`src/rtl/csram_pkg.sv`:
```
// Shared types, constants and window decode for the clocked LC-3 code store.
package csram_pkg;

    localparam int unsigned CNT_W        = 4;
    localparam int unsigned BOOT_LEN     = 7;
    localparam logic [15:0] FILL_DEFAULT = 16'hffff;

    typedef enum logic [1:0] {
        IDLE,
        WAIT,
        RESP
    } state_e;

    // Boot program placed at the bottom of the window when the image is enabled.
    localparam logic [15:0] BOOT_IMAGE [BOOT_LEN] = '{
        16'h9040, 16'h5060, 16'h9000, 16'h103f, 16'h0bfe, 16'hf025, 16'h0ff9
    };

    function automatic logic in_window(input logic [31:0] addr,
                                       input logic [31:0] base,
                                       input int unsigned depth_log2);
        logic [31:0] mask;
        mask = ~((32'd1 << depth_log2) - 32'd1);
        return (addr & mask) == base;
    endfunction

endpackage

```
`src/rtl/csram_array.sv`:
```
// Single-port word storage: synchronous write, combinational read.
// CSRAM_BOOT_IMAGE_EN preloads the boot image; otherwise contents start unknown.
module csram_array
    import csram_pkg::*;
#(
    parameter int unsigned DATA_W     = 16,
    parameter int unsigned DEPTH_LOG2 = 8
`ifdef CSRAM_BOOT_IMAGE_EN
    ,
    parameter logic [DATA_W-1:0] FILL_DATA = DATA_W'(FILL_DEFAULT)
`endif
) (
    input  logic                  clk,
    input  logic                  we,
    input  logic [DEPTH_LOG2-1:0] index,
    input  logic [DATA_W-1:0]     wdata,
    output logic [DATA_W-1:0]     rdata_c
);

    localparam int unsigned DEPTH = 1 << DEPTH_LOG2;

`ifdef CSRAM_BOOT_IMAGE_EN
    logic [DATA_W-1:0] mem [DEPTH] = '{
        0: DATA_W'(BOOT_IMAGE[0]),
        1: DATA_W'(BOOT_IMAGE[1]),
        2: DATA_W'(BOOT_IMAGE[2]),
        3: DATA_W'(BOOT_IMAGE[3]),
        4: DATA_W'(BOOT_IMAGE[4]),
        5: DATA_W'(BOOT_IMAGE[5]),
        6: DATA_W'(BOOT_IMAGE[6]),
        default: FILL_DATA
    };
`else
    logic [DATA_W-1:0] mem [DEPTH];
`endif

    always_ff @(posedge clk) begin
        if (we) begin
            mem[index] <= wdata;
        end
    end

    assign rdata_c = mem[index];

endmodule

```
`src/rtl/csram_sync.sv`:
```
// Clocked code store on the LC-3 memory bus: ready/valid request, wait states, error flag.
// Define CSRAM_BOOT_IMAGE_EN to preload the boot image into storage.
module csram_sync
    import csram_pkg::*;
#(
    parameter int unsigned       DATA_W      = 16,
    parameter int unsigned       ADDR_W      = 16,
    parameter int unsigned       DEPTH_LOG2  = 8,
    parameter logic [ADDR_W-1:0] BASE_ADDR   = ADDR_W'(16'h3000),
    parameter int unsigned       WAIT_STATES = 0,
    parameter logic [DATA_W-1:0] FILL_DATA   = DATA_W'(FILL_DEFAULT)
) (
    input  logic              clk,
    input  logic              reset_n,
    input  logic              req_valid,
    output logic              req_ready,
    input  logic              req_write,
    input  logic [ADDR_W-1:0] req_address,
    input  logic [DATA_W-1:0] req_data,
    output logic              rsp_valid,
    output logic [DATA_W-1:0] rsp_data,
    output logic              rsp_error
);

    localparam logic [CNT_W:0] WS_LIM = (CNT_W+1)'(WAIT_STATES);

    state_e              state;
    state_e              state_next;
    logic [CNT_W-1:0]    cnt;
    logic [CNT_W:0]      cnt_inc;
    logic                lat_write;
    logic [ADDR_W-1:0]   lat_addr;
    logic [DATA_W-1:0]   lat_data;
    logic                accept;
    logic                cur_write;
    logic [ADDR_W-1:0]   cur_addr;
    logic [DATA_W-1:0]   cur_data;
    logic                cur_hit;
    logic                mem_we;
    logic [DATA_W-1:0]   mem_rdata;

    assign accept  = req_valid & req_ready;
    assign cnt_inc = {1'b0, cnt} + (CNT_W+1)'(1);

    // In IDLE the live bus is the current request; afterwards the latched copy is.
    always_comb begin
        cur_write = lat_write;
        cur_addr  = lat_addr;
        cur_data  = lat_data;
        if (state == IDLE) begin
            cur_write = req_write;
            cur_addr  = req_address;
            cur_data  = req_data;
        end
        cur_hit = in_window(32'(cur_addr), 32'(BASE_ADDR), DEPTH_LOG2);
    end

    always_comb begin
        state_next = state;
        mem_we     = 1'b0;
        unique case (state)
            IDLE:    if (accept) state_next = (WAIT_STATES != 0) ? WAIT : RESP;
            WAIT:    if (cnt_inc == WS_LIM) state_next = RESP;
            RESP:    state_next = IDLE;
            default: state_next = IDLE;
        endcase
        // Commit happens on the edge entering RESP so a reset in WAIT drops the write.
        if (state != RESP && state_next == RESP) begin
            mem_we = cur_write & cur_hit;
        end
    end

    always_ff @(posedge clk or negedge reset_n) begin
        if (!reset_n) begin
            state     <= IDLE;
            req_ready <= 1'b1;
        end else begin
            state     <= state_next;
            req_ready <= (state_next == IDLE);
        end
    end

    always_ff @(posedge clk or negedge reset_n) begin
        if (!reset_n) begin
            lat_write <= 1'b0;
            lat_addr  <= '0;
            lat_data  <= '0;
        end else if (accept) begin
            lat_write <= req_write;
            lat_addr  <= req_address;
            lat_data  <= req_data;
        end
    end

    // Wait counter: cleared on entry to WAIT, saturates at the configured limit.
    always_ff @(posedge clk or negedge reset_n) begin
        if (!reset_n) begin
            cnt <= '0;
        end else if (state != WAIT && state_next == WAIT) begin
            cnt <= '0;
        end else if (state == WAIT && {1'b0, cnt} != WS_LIM) begin
            cnt <= cnt_inc[CNT_W-1:0];
        end
    end

    always_ff @(posedge clk or negedge reset_n) begin
        if (!reset_n) begin
            rsp_valid <= 1'b0;
            rsp_data  <= FILL_DATA;
            rsp_error <= 1'b0;
        end else begin
            rsp_valid <= (state == RESP);
            if (state == RESP) begin
                rsp_error <= ~cur_hit;
                rsp_data  <= cur_write ? cur_data : (cur_hit ? mem_rdata : FILL_DATA);
            end
        end
    end

    csram_array #(
        .DATA_W     (DATA_W),
        .DEPTH_LOG2 (DEPTH_LOG2)
`ifdef CSRAM_BOOT_IMAGE_EN
        ,
        .FILL_DATA  (FILL_DATA)
`endif
    ) u_array (
        .clk     (clk),
        .we      (mem_we),
        .index   (cur_addr[DEPTH_LOG2-1:0]),
        .wdata   (cur_data),
        .rdata_c (mem_rdata)
    );

endmodule

```
`config.mk`:
```
export PLATFORM = sky130hd
export DESIGN_NAME = csram_sync
export DESIGN_NICKNAME = d
export VERILOG_FILES = /design/src/rtl/csram_pkg.sv /design/src/rtl/csram_array.sv /design/src/rtl/csram_sync.sv
export SDC_FILE = /design/constraint.sdc
export NUM_CORES = 2
export LEC_CHECK = 0
export CAP_MARGIN = 20
export CORE_ASPECT_RATIO = 0.7
export CORE_MARGIN = 4
export CORE_UTILIZATION = 51
export CTS_CLUSTER_DIAMETER = 80
export DETAILED_ROUTE_END_ITERATION = 8
export PLACE_DENSITY = 0.66
export SLEW_MARGIN = 30
export SYNTH_ARGS = -nofsm -noshare
export SYNTH_HDL_FRONTEND = slang
export SYNTH_HIERARCHICAL = 1
export SYNTH_SLANG_ARGS = --single-unit
```
`constraint.sdc`:
```
create_clock -name clk -period 12.01 [get_ports clk]
set_input_delay 2.402 -clock clk [delete_from_list [all_inputs] [get_ports clk]]
set_output_delay 2.402 -clock clk [all_outputs]
set_load 0.02 [all_outputs]
```
==> results.cfg <==
[outcome]
run_status = complete, no violations

[cts]
htreeDepth = 5
clock_path_buffers = 4
hold_buffers = 0
cts_tree = yes
clkTransAtPathRegs_ps = 60
cts_root_buffer = clkbuf_16
cts_resized = 0
post_cts_buffers = 0
worst_skew_pair.late_latency_ps = 920
clock-sinks = 4154
cts_made_buffers = 377

[route]
drc = 0
wirelength_um = 410100
drt-initial-drc-count = 11727
vias_per_cell = 6.593
final_antenna_net_count = 0
num_vias = 77609
drt-pass1-iter-count = 6
wl_per_cell_um = 34.84

[min_path]
hold_path_class = reg2reg

[critical_path]
slowest_delay_ps = 700
crit_end = rsp_data[7]$_DFFE_PN1P_
cp_top_family = compound AO/OA/AOI/OAI gates
worstRegToRegCells = 12
path_buf_inv = 4
worst_ep_required_time_ps = 12790
crit_start = req_address[0]
regToRegStartpoint = state[1]$_DFF_PN0_
cp-start-kind = input pin
crit_fanout = 80
path_class = in2reg
end_kind = flip-flop
cp_slowest_cell = o41ai_1
worstPathArrival_ps = 7800
path_depth = 12
crit_top_cell = buf_4
timing.rr.end = rsp_data[9]$_DFFE_PN1P_
reg2reg_slack_ps = 5740
crit_chain = clkdlybuf4s50_1 -> mux2_8 -> buf_4 -> buf_12 -> mux4_2 -> a22oi_1 -> a21oi_1 -> o41ai_1 -> buf_4 -> nand4_1 -> o41ai_2 -> o21ai_1

[power]
powerDensity_nw_per_um2 = 178.6
internal_power_mw = 24.31
pwr-share-clk_pct = 37.5
power_leakage_nw = 54.62
p_seq_share_pct = 51.5
share_comb_of_total_power_pct = 11.0
switchingPower_mw = 7.547
sw_frac_of_total_pct = 23.69
ir_worst_vdd_uv = 136.6

[layout]
most-common-layout-cells = 4096 x edfxtp_1, 1024 x mux4_2, 512 x a22oi_1
fin_area_um2 = 178400
filler_cell_count = 21609
nNetsFinal = 7366
layout.cells.most_common = edfxtp_1
drive_above_1_share_pct = 28.11
area_delta_synth_final_pct = 12.90

[synth]
syn_area_per_cell_um2 = 22.74
synthArstFlopShare_pct = 1.396
synth_fp_nets = 6985
yosys_warnings = 6
syn_area_um2 = 158000
synth_ff_type = edfxtp_1
synth_edf_count = 4096
synth.distinct_cells = 38
seq_area_frac_synth_pct = 78.79
synth_cells = 6947
synth-seq-cells = 4154

[timing]
min_period_ps = 7027
relSlewSlack_pct = 20.83
finalCritPeriodShare_pct = 58.51
drv_slew = 0
max_freq_mhz = 142.3
finalSetupViolCount = 0
grt_setup_unrepaired = false
hold_viol = 0
tightest_slew_ps = 1188
clock_skew_ps = 52.42
setup_tns_ps = 0

[global_route]
grt_pass1_vias = 75703
grt_overflow_total = 0
grt_pass1_wl_um = 582900
antenna_found_initial = 25
grt_usage_pct = 25.69
grt_max_degree = 170

[floorplanning]
rows = 170
die_y_um = 473.7
start_util_pct = 51.40
io_pins = 55
die_w_um = 673.2
die_area_um2 = 318900
coreArea_um2 = 307400

[place]
dpl.hpwl_um = 235100
globalplace.congestion = 0.8403
place_area_um2 = 165900
io_buffers = 54

[flow_run]
maxCapViolations = 0
Yosys cell counts (24+ instances only):
cell type / number / area [um^2]
buf_2: 81 / 405.4
edfxtp_1: 4096 / 123000
mux4_2: 1024 / 23060
buf_1: 54 / 202.7
buf_6: 26 / 292.8
o41ai_1: 71 / 621.9
nor2_1: 236 / 885.9
a21oi_1: 257 / 1286
nand2b_1: 24 / 150.1
clkbuf_1: 259 / 972.2
a22oi_1: 512 / 3844
mux2_2: 57 / 641.9
dfrtp_1: 41 / 1026
nand2_1: 50 / 187.7
nor3_1: 31 / 155.2
cells by family (layout without fill, tap and decap cells):
family | after synthesis | in the layout | share of synthesized area (%)
multiplexers | 1081 | 1081 | 15.00
AO/OA/AOI/OAI | 871 | 871 | 3.812
other | 0 | 12 | 0
adder cells (fa/ha/maj) | 2 | 2 | 0.01584
XOR/XNOR | 3 | 3 | 0.01663
flip-flops | 4154 | 4154 | 78.79
buffers and inverters | 444 | 1128 | 1.291
AND/OR/NAND/NOR | 392 | 392 | 1.072
worst min-delay path: cells and delay by family (launching register included):
kind | cells | cell delay [ps]
flip-flops | 1 | 380
AND/OR/NAND/NOR | 1 | 60
AO/OA/AOI/OAI | 1 | 50
metrics by stage:
step / power [mW] / instances / hold WS (ps) / util (%) / setup WS, ps
global placement: 20.08 / 11056 / 471.9 / 53.79 / 3397
detailed placement: 20.18 / 11070 / 476.4 / 53.99 / 4109
CTS: 31.99 / 11752 / 485.4 / 57.92 / 5060
finish: 31.86 / 11771 / 486.9 / 58.03 / 4983
global route: 32.84 / 11764 / 507.4 / 58.02 / 4772
floorplan: 18.81 / 6947 / 467.4 / - / 6692
worst min path at each step:
stage,start,end,slack [ps],depth (start not counted)
finish,rsp_data[11]$_DFFE_PN1P_,rsp_data[11]$_DFFE_PN1P_,490,2
global route,lat_addr[13]$_DFFE_PN0P_,lat_addr[13]$_DFFE_PN0P_,510,1
CTS,rsp_data[10]$_DFFE_PN1P_,rsp_data[10]$_DFFE_PN1P_,490,2
detailed placement,rsp_data[10]$_DFFE_PN1P_,rsp_data[10]$_DFFE_PN1P_,480,2
global placement,rsp_data[10]$_DFFE_PN1P_,rsp_data[10]$_DFFE_PN1P_,470,2
floorplan,cnt[3]$_DFFE_PN0P_,cnt[3]$_DFFE_PN0P_,470,1
layer usage:
layer / vias to the layer above / track usage, % / wire, um
met5: - / 0 / 86
met4: 6 / 7.299 / 12410
met3: 614 / 7.628 / 53790
met2: 4710 / 36.85 / 182400
met1: 41697 / 38.64 / 161400
li1: 30582 / - / -
sequential cells by signal, summed over array words and instances, names as in the netlist:
name and flops:
u_array/mem 4096, lat_addr 16, lat_data 16, rsp_data 16, cnt 4, state 2, lat_write 1, req_ready 1
rsp_error 1, rsp_valid 1
final cells by class:
class / count / area (um^2) / share of cell area [%]
Antenna cell: 12 / 30.03 / 0.01684
Clock buffer: 480 / 9990 / 5.601
Clock inverter: 202 / 2093 / 1.174
Inverter: 7 / 26.28 / 0.01473
Multi-Input combinational cell: 2349 / 32590 / 18.27
Sequential cell: 4154 / 124500 / 69.79
Tap cell: 4128 / 5165 / 2.896
Timing Repair Buffer: 439 / 3989 / 2.236
power by group through the flow:
stage | clock network [mW] | registers (mW) | logic, mW
floorplan | 0 | 16.8 | 2.06
global placement | 0 | 16.7 | 3.35
detailed placement | 0 | 16.7 | 3.46
CTS | 12.1 | 16.4 | 3.46
global route | 12.8 | 16.4 | 3.67
finish | 12.0 | 16.4 | 3.49
Note: power is estimated with default switching activity, not from simulation.
